### config.mk
export PLATFORM = sky130hd
export DESIGN_NAME = alu_arbiter
export DESIGN_NICKNAME = d
export VERILOG_FILES = /design/src/rtl/alu_arbiter.sv
export SDC_FILE = /design/constraint.sdc
export NUM_CORES = 1
export LEC_CHECK = 0
export BUFFER_PORTS_ARGS = -buffer_cell sky130_fd_sc_hd__buf_2
export CORE_AREA = 2 2 108 110
export DETAILED_ROUTE_END_ITERATION = 8
export DIE_AREA = 0 0 110 112
export SYNTH_ARGS = -nofsm -noshare
export SYNTH_HDL_FRONTEND = slang
export SYNTH_SLANG_ARGS = --single-unit
export TNS_END_PERCENT = 10
### constraint.sdc
create_clock -name clk -period 1.6 [get_ports clk]
set_input_delay 0.32 -clock clk [delete_from_list [all_inputs] [get_ports clk]]
set_output_delay 0.32 -clock clk [all_outputs]
set_load 0.05 [all_outputs]
### src/rtl/alu_arbiter.sv
// Purpose     : round-robin share of one combinational 32-bit ALU between two requesters,
//               with the ALU result/flags captured in a one-entry response buffer.
// Latency     : 1 cycle from acceptance (reqX_valid && reqX_ready) to rsp_valid.
// Backpressure: rsp_valid/rsp_ready; while the buffer is full and not drained no requester is ready.
//
// Ports:
//   clk, reset                       rising-edge clock, synchronous active-high reset
//   req{0,1}_valid/_ready            requester handshake (ready may depend on valid)
//   req{0,1}_srca/_srcb/_ctrl        requester operands and ALUControl (00 add, 01 sub, 10 and, 11 or)
//   alu_srca/alu_srcb/alu_ctrl       drive to the shared ALU (all zero when nobody is granted)
//   alu_result, alu_{zero,negative,overflow,carry}   combinational ALU outputs
//   rsp_valid/rsp_ready              response handshake
//   rsp_id, rsp_result, rsp_flags    issuing requester, result, flags as {N,Z,C,V}

module alu_arbiter #(
    parameter int WIDTH = 32
) (
    input  logic             clk,
    input  logic             reset,

    input  logic             req0_valid,
    output logic             req0_ready,
    input  logic [WIDTH-1:0] req0_srca,
    input  logic [WIDTH-1:0] req0_srcb,
    input  logic [1:0]       req0_ctrl,

    input  logic             req1_valid,
    output logic             req1_ready,
    input  logic [WIDTH-1:0] req1_srca,
    input  logic [WIDTH-1:0] req1_srcb,
    input  logic [1:0]       req1_ctrl,

    output logic [WIDTH-1:0] alu_srca,
    output logic [WIDTH-1:0] alu_srcb,
    output logic [1:0]       alu_ctrl,
    input  logic [WIDTH-1:0] alu_result,
    input  logic             alu_zero,
    input  logic             alu_negative,
    input  logic             alu_overflow,
    input  logic             alu_carry,

    output logic             rsp_valid,
    input  logic             rsp_ready,
    output logic             rsp_id,
    output logic [WIDTH-1:0] rsp_result,
    output logic [3:0]       rsp_flags
);

    typedef enum logic {
        ST_EMPTY = 1'b0,
        ST_FULL  = 1'b1
    } rsp_state_t;

    rsp_state_t       r_state;
    logic             r_pref;       // requester preferred when both are valid
    logic             r_rsp_id;
    logic [WIDTH-1:0] r_rsp_result;
    logic [3:0]       r_rsp_flags;

    logic             w_can_accept;
    logic             w_grant_vld;
    logic             w_grant_id;
    logic             w_accept;

    // The buffer can take a new entry when empty, or when the held entry
    // leaves on this same edge (gives 1 op/cycle back-to-back).
    assign w_can_accept = (r_state == ST_EMPTY) || rsp_ready;

    // Grant: a lone valid requester wins; on contention the pointer decides.
    assign w_grant_vld = req0_valid || req1_valid;
    assign w_grant_id  = (req0_valid && req1_valid) ? r_pref : req1_valid;

    // Reset gates acceptance so nothing is handed off while the buffer is
    // being cleared.
    assign w_accept   = w_grant_vld && w_can_accept && !reset;
    assign req0_ready = w_accept && (w_grant_id == 1'b0);
    assign req1_ready = w_accept && (w_grant_id == 1'b1);

    // ALU operand mux; with no grant the ALU sees add 0+0, which is harmless
    // because nothing captures it.
    always_comb begin
        alu_srca = '0;
        alu_srcb = '0;
        alu_ctrl = 2'b00;
        if (w_grant_vld) begin
            if (w_grant_id) begin
                alu_srca = req1_srca;
                alu_srcb = req1_srcb;
                alu_ctrl = req1_ctrl;
            end else begin
                alu_srca = req0_srca;
                alu_srcb = req0_srcb;
                alu_ctrl = req0_ctrl;
            end
        end
    end

    // Response buffer state machine plus round-robin pointer.
    always_ff @(posedge clk) begin
        if (reset) begin
            r_state      <= ST_EMPTY;
            r_pref       <= 1'b0;
            r_rsp_id     <= 1'b0;
            r_rsp_result <= '0;
            r_rsp_flags  <= 4'b0000;
        end else begin
            if (w_accept) begin
                // Covers both EMPTY->FULL and FULL->FULL with replacement.
                r_state      <= ST_FULL;
                r_rsp_id     <= w_grant_id;
                r_rsp_result <= alu_result;
                r_rsp_flags  <= {alu_negative, alu_zero, alu_carry, alu_overflow};
                // The requester just served drops to second place.
                r_pref       <= ~w_grant_id;
            end else if ((r_state == ST_FULL) && rsp_ready) begin
                r_state <= ST_EMPTY;
            end
        end
    end

    assign rsp_valid  = (r_state == ST_FULL);
    assign rsp_id     = r_rsp_id;
    assign rsp_result = r_rsp_result;
    assign rsp_flags  = r_rsp_flags;

endmodule
==> results of run 1 <==
registers in the layout (all words and copies together) (netlist names):
| name | cells |
|---|---|
| rsp_valid | 1 |
| rsp_id | 1 |
| rsp_flags | 4 |
| r_pref | 1 |
| rsp_result | 32 |
metal layers:
metal	wire length (um)	share of wire (%)
met2	5560	52
met4	214	2.0
met1	3840	36
met5	0	0
met3	1110	10
repair_timing:
action	in CTS	in global routing
gates resized for setup	132	1
endpoints found under the setup margin	68	68
setup buffers	0	1
cloned	0	0
how the worst max path moves through the flow:
stage / start / end / slack [ns] / cells after the start
final: r_pref / alu_srca[29] / -0.33 / 5
after global routing: r_pref / alu_srca[29] / -0.39 / 5
after detailed placement: req0_valid / alu_srcb[11] / -0.30 / 7
after floorplan: req0_valid / alu_srca[10] / -0.13 / 6
after CTS: r_pref / alu_srcb[11] / -0.37 / 5
after global placement: req0_valid / alu_srca[29] / -0.30 / 7
final cells by class:
| type | instances | share of cell area, % |
|---|---|---|
| antenna | 1 | 0.0416 |
| clock buffer | 6 | 2.14 |
| clock inverter | 2 | 0.208 |
| inverter | 67 | 4.18 |
| multi-input combinational | 216 | 41.1 |
| sequential | 39 | 13.0 |
| tap | 143 | 2.97 |
| timing repair buffer | 308 | 36.4 |
placed cells by master (no fill, tap or decap):
cell type and n:
mux2_2 32, buf_6 62, nand2_1 66, nor3_1 1
dfxtp_2 2, mux2i_1 1, nor2b_1 38, buf_8 1
buf_2 210, clkinvlp_4 1, nand2b_1 1, nor2b_4 1
mux2_1 5, buf_4 22, inv_2 1, mux2i_4 66
inv_1 66, nor3_4 1, clkbuf_1 1, nor2_1 1
dfxtp_1 37, diode_2 1, nor2_2 1, o21ai_4 1
buf_12 13, and2_2 1, clkbuf_16 5, clkinv_2 1
where the power goes:
group          internal [mW]  switching (mW)  total (mW)
logic                   1.11            1.52        2.63
registers               1.07          0.0420        1.11
clock network          0.574           0.378       0.952
logic make-up after synthesis:
family	after synthesis	share of synthesized area, %
muxes	104	38.2
AOI/OAI and AO/OA	1	0.176
and+or+nand+nor	111	18.8
buffers and inverters	91	15.4
DFF	39	27.4
critical path, stage by stage, from the launching register on:
cell and delay (ns):
dfxtp_2 0.34, o21ai_4 0.18, buf_12 0.20, buf_4 0.17, mux2i_4 0.25, buf_6 0.19
through the flow:
stage	cell area, um^2	worst slack, ns	utilization, %	power, mW	TNS, ns
after detailed placement	5460	-0.299	48.8	3.55	-15.97
final	6020	-0.333	53.9	4.69	-18.74
after CTS	6010	-0.370	53.8	4.73	-20.43
after floorplan	3760	-0.129	-	2.95	-8.37
after global placement	5460	-0.297	48.8	3.52	-15.69
after global routing	6020	-0.390	53.9	4.90	-22.84
==> flow_summary_export.csv, run 1 <==
group,metric,value,unit
sta,slew_headroom,74.3,%
synth,synth.net_count,519,
synth,synth_warnings,0,
synth,synth.top_cells.by_count,"inv_1 (67), mux2i_1 (67), nand2_1 (66)",
grt,grt_use_met3,5.04,%
job,maxCapViolCount,0,
grt,grt_use_met2,31.2,%
cts,cts-root-buf,"clkbuf_16",
worst_hold_path,hp-start,"alu_result[28]",
cts,path_clk_slew,0.05,ns
placement,port_buffers,278,
finish,fin_cells,782,
sta,min_period_over_period,121,%
power,ir_worst_vdd,0.000988,V
synth,async_flop_share,0,%
routing,dr.pass1.iters,4,
floorplan,die_w,110,um
sta,fmax,517,MHz
grt,track_usage,16.4,%
critical_path,worst_setup_path_start_kind,"register",
sta,setup_viol,68,
worst_hold_path,hp-class,"primary input to register",
run_status,violations,"setup timing",
sta,hold_viol,0,
synth,synth-seq-cells,39,
critical_path,r2r_cells,5,
grt,antenna_found_initial,1,
grt,grt_pass1_vias,3559,
cts,cts_sinks,39,
run_status,status,"finished, violations left",
cts,hold_buffers,0,
sta,period_needed,1.93,ns
synth,ys.flop_type,"dfxtp_1",
finish,multi_input_area,2470,um^2
grt,grt_max_degree,53,
finish,area_growth,111,%
floorplan,ios,279,
finish,drive_gt1_share,66.0,%
synth,netlist_area,2850,um^2
sta,worst_clock_skew,0.00283,ns
grt,grt_pass1_wl,16300,um
synth,synth_edf_count,0,
sta,layout_setup_ws,-0.333,ns
grt,grt.busiest_layer,"met2",
synth,avgSynthCellArea,8.23,um^2
critical_path,r2r_setup_slack,0.13,ns
sta,tightest_slew,0.385,ns
cts,tritoncts,"done",
routing,drt-total-wl,10700,um
critical_path,crit_type,"register to output port",
sta,whs,0.245,ns
critical_path,crit_fanout,15,
placement,place_hpwl,8830,um
synth,synth_area_leaders,"dfxtp_1 (27%), mux2i_1 (24%), mux2_2 (13%)",
cts,cts_buffers,5,
sta,drv_slew,0,
floorplan,core_area,11200,um^2
critical_path,r2r-start,"rsp_valid",
floorplan,design.die.area,12300,um^2
critical_path,endpoint_kind,"output port",
critical_path,required,1.28,ns
critical_path,arrival,1.61,ns
sta,rsz0062_at_grt,"yes",
routing,ant_nets,0,
worst_hold_path,hold_depth,2,
power,powerDensity,780,nW/um^2
placement,gp_congestion,0.778,
finish,n_fill_cell,1021,
finish,seq_area,783,um^2
worst_hold_path,min_to,"rsp_result[28]",
synth,synthCells,346,
cts,cts-htree-levels,2,
synth,synth_top_cell_by_area,"dfxtp_1",
critical_path,reg2reg_to,"rsp_result[17]",
synth,ys_types,18,
cts,cts.path.max_buffers,2,
placement,place_inst,772,
routing,num_vias,3346,
routing,drc,0,
synth,yosysSeqAreaShare,27.4,%
routing,drt_iter0_markers,69,
routing,wire_per_inst,13.7,um
cts,clk_latency,0.28,ns
floorplan,die_h,112,um
finish,layout.nets,810,
grt,use_met1,16.9,%
synth,synth_top_area_share,27.4,%
floorplan,floorplan.initialDensity,25.5,%
grt,grt_overflow,0,
power,p_leak,3.06,nW
routing,vias_per_cell,4.28,
floorplan,rows,39,
Power figures use the tool's default switching activity.
==> inputs of run 2 (changes only) <==
ABC_AREA = 1   (was unset)
CORE_AREA = 5 5 106 108   (was 2 2 108 110)
DIE_AREA = 0 0 111 113   (was 0 0 110 112)
==> flow_summary_export.csv, run 2 <==
group,metric,value,unit
placement,gp_congestion,0.978,
synth,synth_top_area_share,33.1,%
power,p_leak,2.88,nW
power,internal_power,2.28,mW
synth,synth_warnings,0,
critical_path,arrival,1.42,ns
power,ir_worst_vdd,0.000539,V
synth,synth.top_cells.by_count,"nand2_1 (209), nand3_1 (103), dfxtp_1 (39)",
finish,mostFrequentLayoutCell,"buf_2",
grt,grt_max_degree,47,
synth,async_flop_share,0,%
sta,rsz0062_at_grt,"yes",
routing,num_vias,3809,
cts,clk_latency,0.29,ns
sta,period_needed,1.74,ns
sta,hold_viol,0,
sta,slew_headroom,74.1,%
critical_path,setup.worst_path.start,"req1_valid",
synth,yosysMostFrequentCell,"nand2_1",
finish,layout.nets,859,
floorplan,die_w,111,um
power,combPwrFrac,52.7,%
floorplan,design.die.area,12500,um^2
finish,final_cell_mix,"buf_2 (210), nand2_1 (201), nand3_1 (96)",
routing,vias_per_cell,4.62,
critical_path,crit_fanout,12,
run_status,status,"finished, violations left",
cts,cts.path.max_buffers,2,
finish,area_growth,107,%
grt,antenna_found_initial,2,
cts,path_clk_slew,0.08,ns
routing,drt-total-wl,12900,um
placement,place_hpwl,9120,um
floorplan,core_area,10100,um^2
synth,synth_edf_count,0,
synth,synth-seq-cells,39,
power,powerDensity,818,nW/um^2
cts,cts_buffers,5,
routing,drc,0,
cts,hold_buffers,0,
sta,drv_slew,0,
job,maxCapViolCount,0,
sta,setup_viol,68,
grt,grt_pass1_wl,18000,um
power,power,4.03,mW
critical_path,worst_setup_path_start_kind,"primary input",
sta,tightest_slew,0.388,ns
grt,grt_overflow,0,
sta,worst_clock_skew,0.00279,ns
critical_path,required,1.28,ns
synth,ys.flop_type,"dfxtp_1",
finish,drive_gt1_share,49.6,%
power,clockPowerShare,20.4,%
synth,ys_types,14,
synth,synthCells,405,
sta,whs,0.207,ns
synth,synth.net_count,578,
cts,cts-root-buf,"clkbuf_8",
cts,cts_sinks,39,
finish,n_fill_cell,1011,
routing,dr.pass1.iters,5,
floorplan,ios,279,
synth,synth_top_cell_by_area,"nand2_1",
finish,finalInstanceArea,4920,um^2
critical_path,r2r-start,"rsp_valid",
sta,layout_setup_ws,-0.138,ns
synth,avgSynthCellArea,5.86,um^2
floorplan,die_h,113,um
critical_path,crit_type,"primary input to output port",
routing,wire_per_inst,15.7,um
routing,ant_nets,0,
run_status,violations,"setup timing",
finish,largest_register_ffs,32,
routing,drt_iter0_markers,365,
cts,cts-htree-levels,2,
floorplan,floorplan.initialDensity,23.4,%
synth,netlist_area,2370,um^2
sta,fmax,575,MHz
worst_hold_path,hp-start,"reset",
placement,placedInstanceArea,3980,um^2
cts,tritoncts,"done",
grt,grt_pass1_vias,3604,
worst_hold_path,hp-class,"primary input to register",
power,swShare,43.5,%
floorplan,rows,37,
synth,yosysSeqAreaShare,32.9,%
critical_path,endpoint_kind,"output port",
grt,track_usage,17.2,%
synth,synth_area_leaders,"nand2_1 (33%), dfxtp_1 (33%), nand3_1 (22%)",
power,p_sw,1.75,mW
placement,port_buffers,278,
sta,min_period_over_period,109,%
power,power_frac_seq,26.9,%
## run 2: cell count changes after synthesis, sizes merged, moves of 2 or more
| cell | change |
|---|---|
| nand2 | +147 |
| nand3 | +104 |
| mux2i | -67 |
| inv | -58 |
| nor2b | -39 |
| mux2 | -37 |
| buf | +11 |
| clkbuf | -2 |
| nor2 | +2 |
| nor3 | -2 |
## run 2: cells by family after synthesis
group / Yosys count / synth area share, %
compound gates: 3 / 0.632
simple gates: 321 / 56.9
flops: 39 / 32.9
buf+inv: 42 / 9.59
## run 2: worst paths after layout
path / cells past startpoint / to / slack [ns]
min reg2reg: 2 / rsp_result[1] / 0.47
min: 2 / rsp_valid / 0.21
max reg2reg: 7 / rsp_flags[3] / 0.36
max: 7 / alu_srcb[8] / -0.14
## run 2: power by group through the flow
stage                     clock (mW)  combinational [mW]  sequential (mW)
after global placement             0                1.72             1.10
after detailed placement           0                1.73             1.10
after CTS                      0.857                1.96             1.08
final                          0.823                2.12             1.08
after global routing           0.908                2.23             1.10
after floorplan                    0               0.917             1.35
## run 2: layout make-up
class	count	area [um^2]	share of cell area, %
clock buffer	5	68.8	1.40
tap	136	170	3.46
antenna	2	5.00	0.102
sequential	39	782	15.9
timing repair buffer	306	2340	47.6
multi-input combinational	325	1480	30.0
clock inverter	3	43.8	0.889
inverter	9	33.8	0.686
## run 2: metal layers
metal | global-route usage [%] | vias to the layer above | wire length (um)
met5 | 0 | - | 0
met4 | 4.35 | 0 | 263
met3 | 4.17 | 19 | 1070
met2 | 31.8 | 216 | 6640
met1 | 19.9 | 1721 | 4950
li1 | - | 1853 | -
## run 2: stage by stage
| step | util (%) | setup WS (ns) | setup TNS, ns | instances |
|---|---|---|---|---|
| global route | 48.6 | -0.236 | -13.90 | 825 |
| global placement | 39.2 | -0.0646 | -1.51 | 802 |
| detailed placement | 39.2 | -0.0651 | -2.28 | 802 |
| floorplan | - | -0.178 | -0.667 | 405 |
| finish | 48.6 | -0.138 | -7.32 | 825 |
| CTS | 44.7 | -0.137 | -6.83 | 811 |
## run 2: worst max-delay path: stages
cell	delay, ns
buf_2	0.24
nand2_1	0.20
nand2_8	0.16
clkbuf_16	0.18
nand2_1	0.07
nand2_1	0.08
buf_6	0.16
## run 2: timing repair
action,CTS,global route
buffers inserted,0,1
endpoints found under the setup margin,68,68
pin swaps,0,5
resized for setup,135,30
cloned,1,11
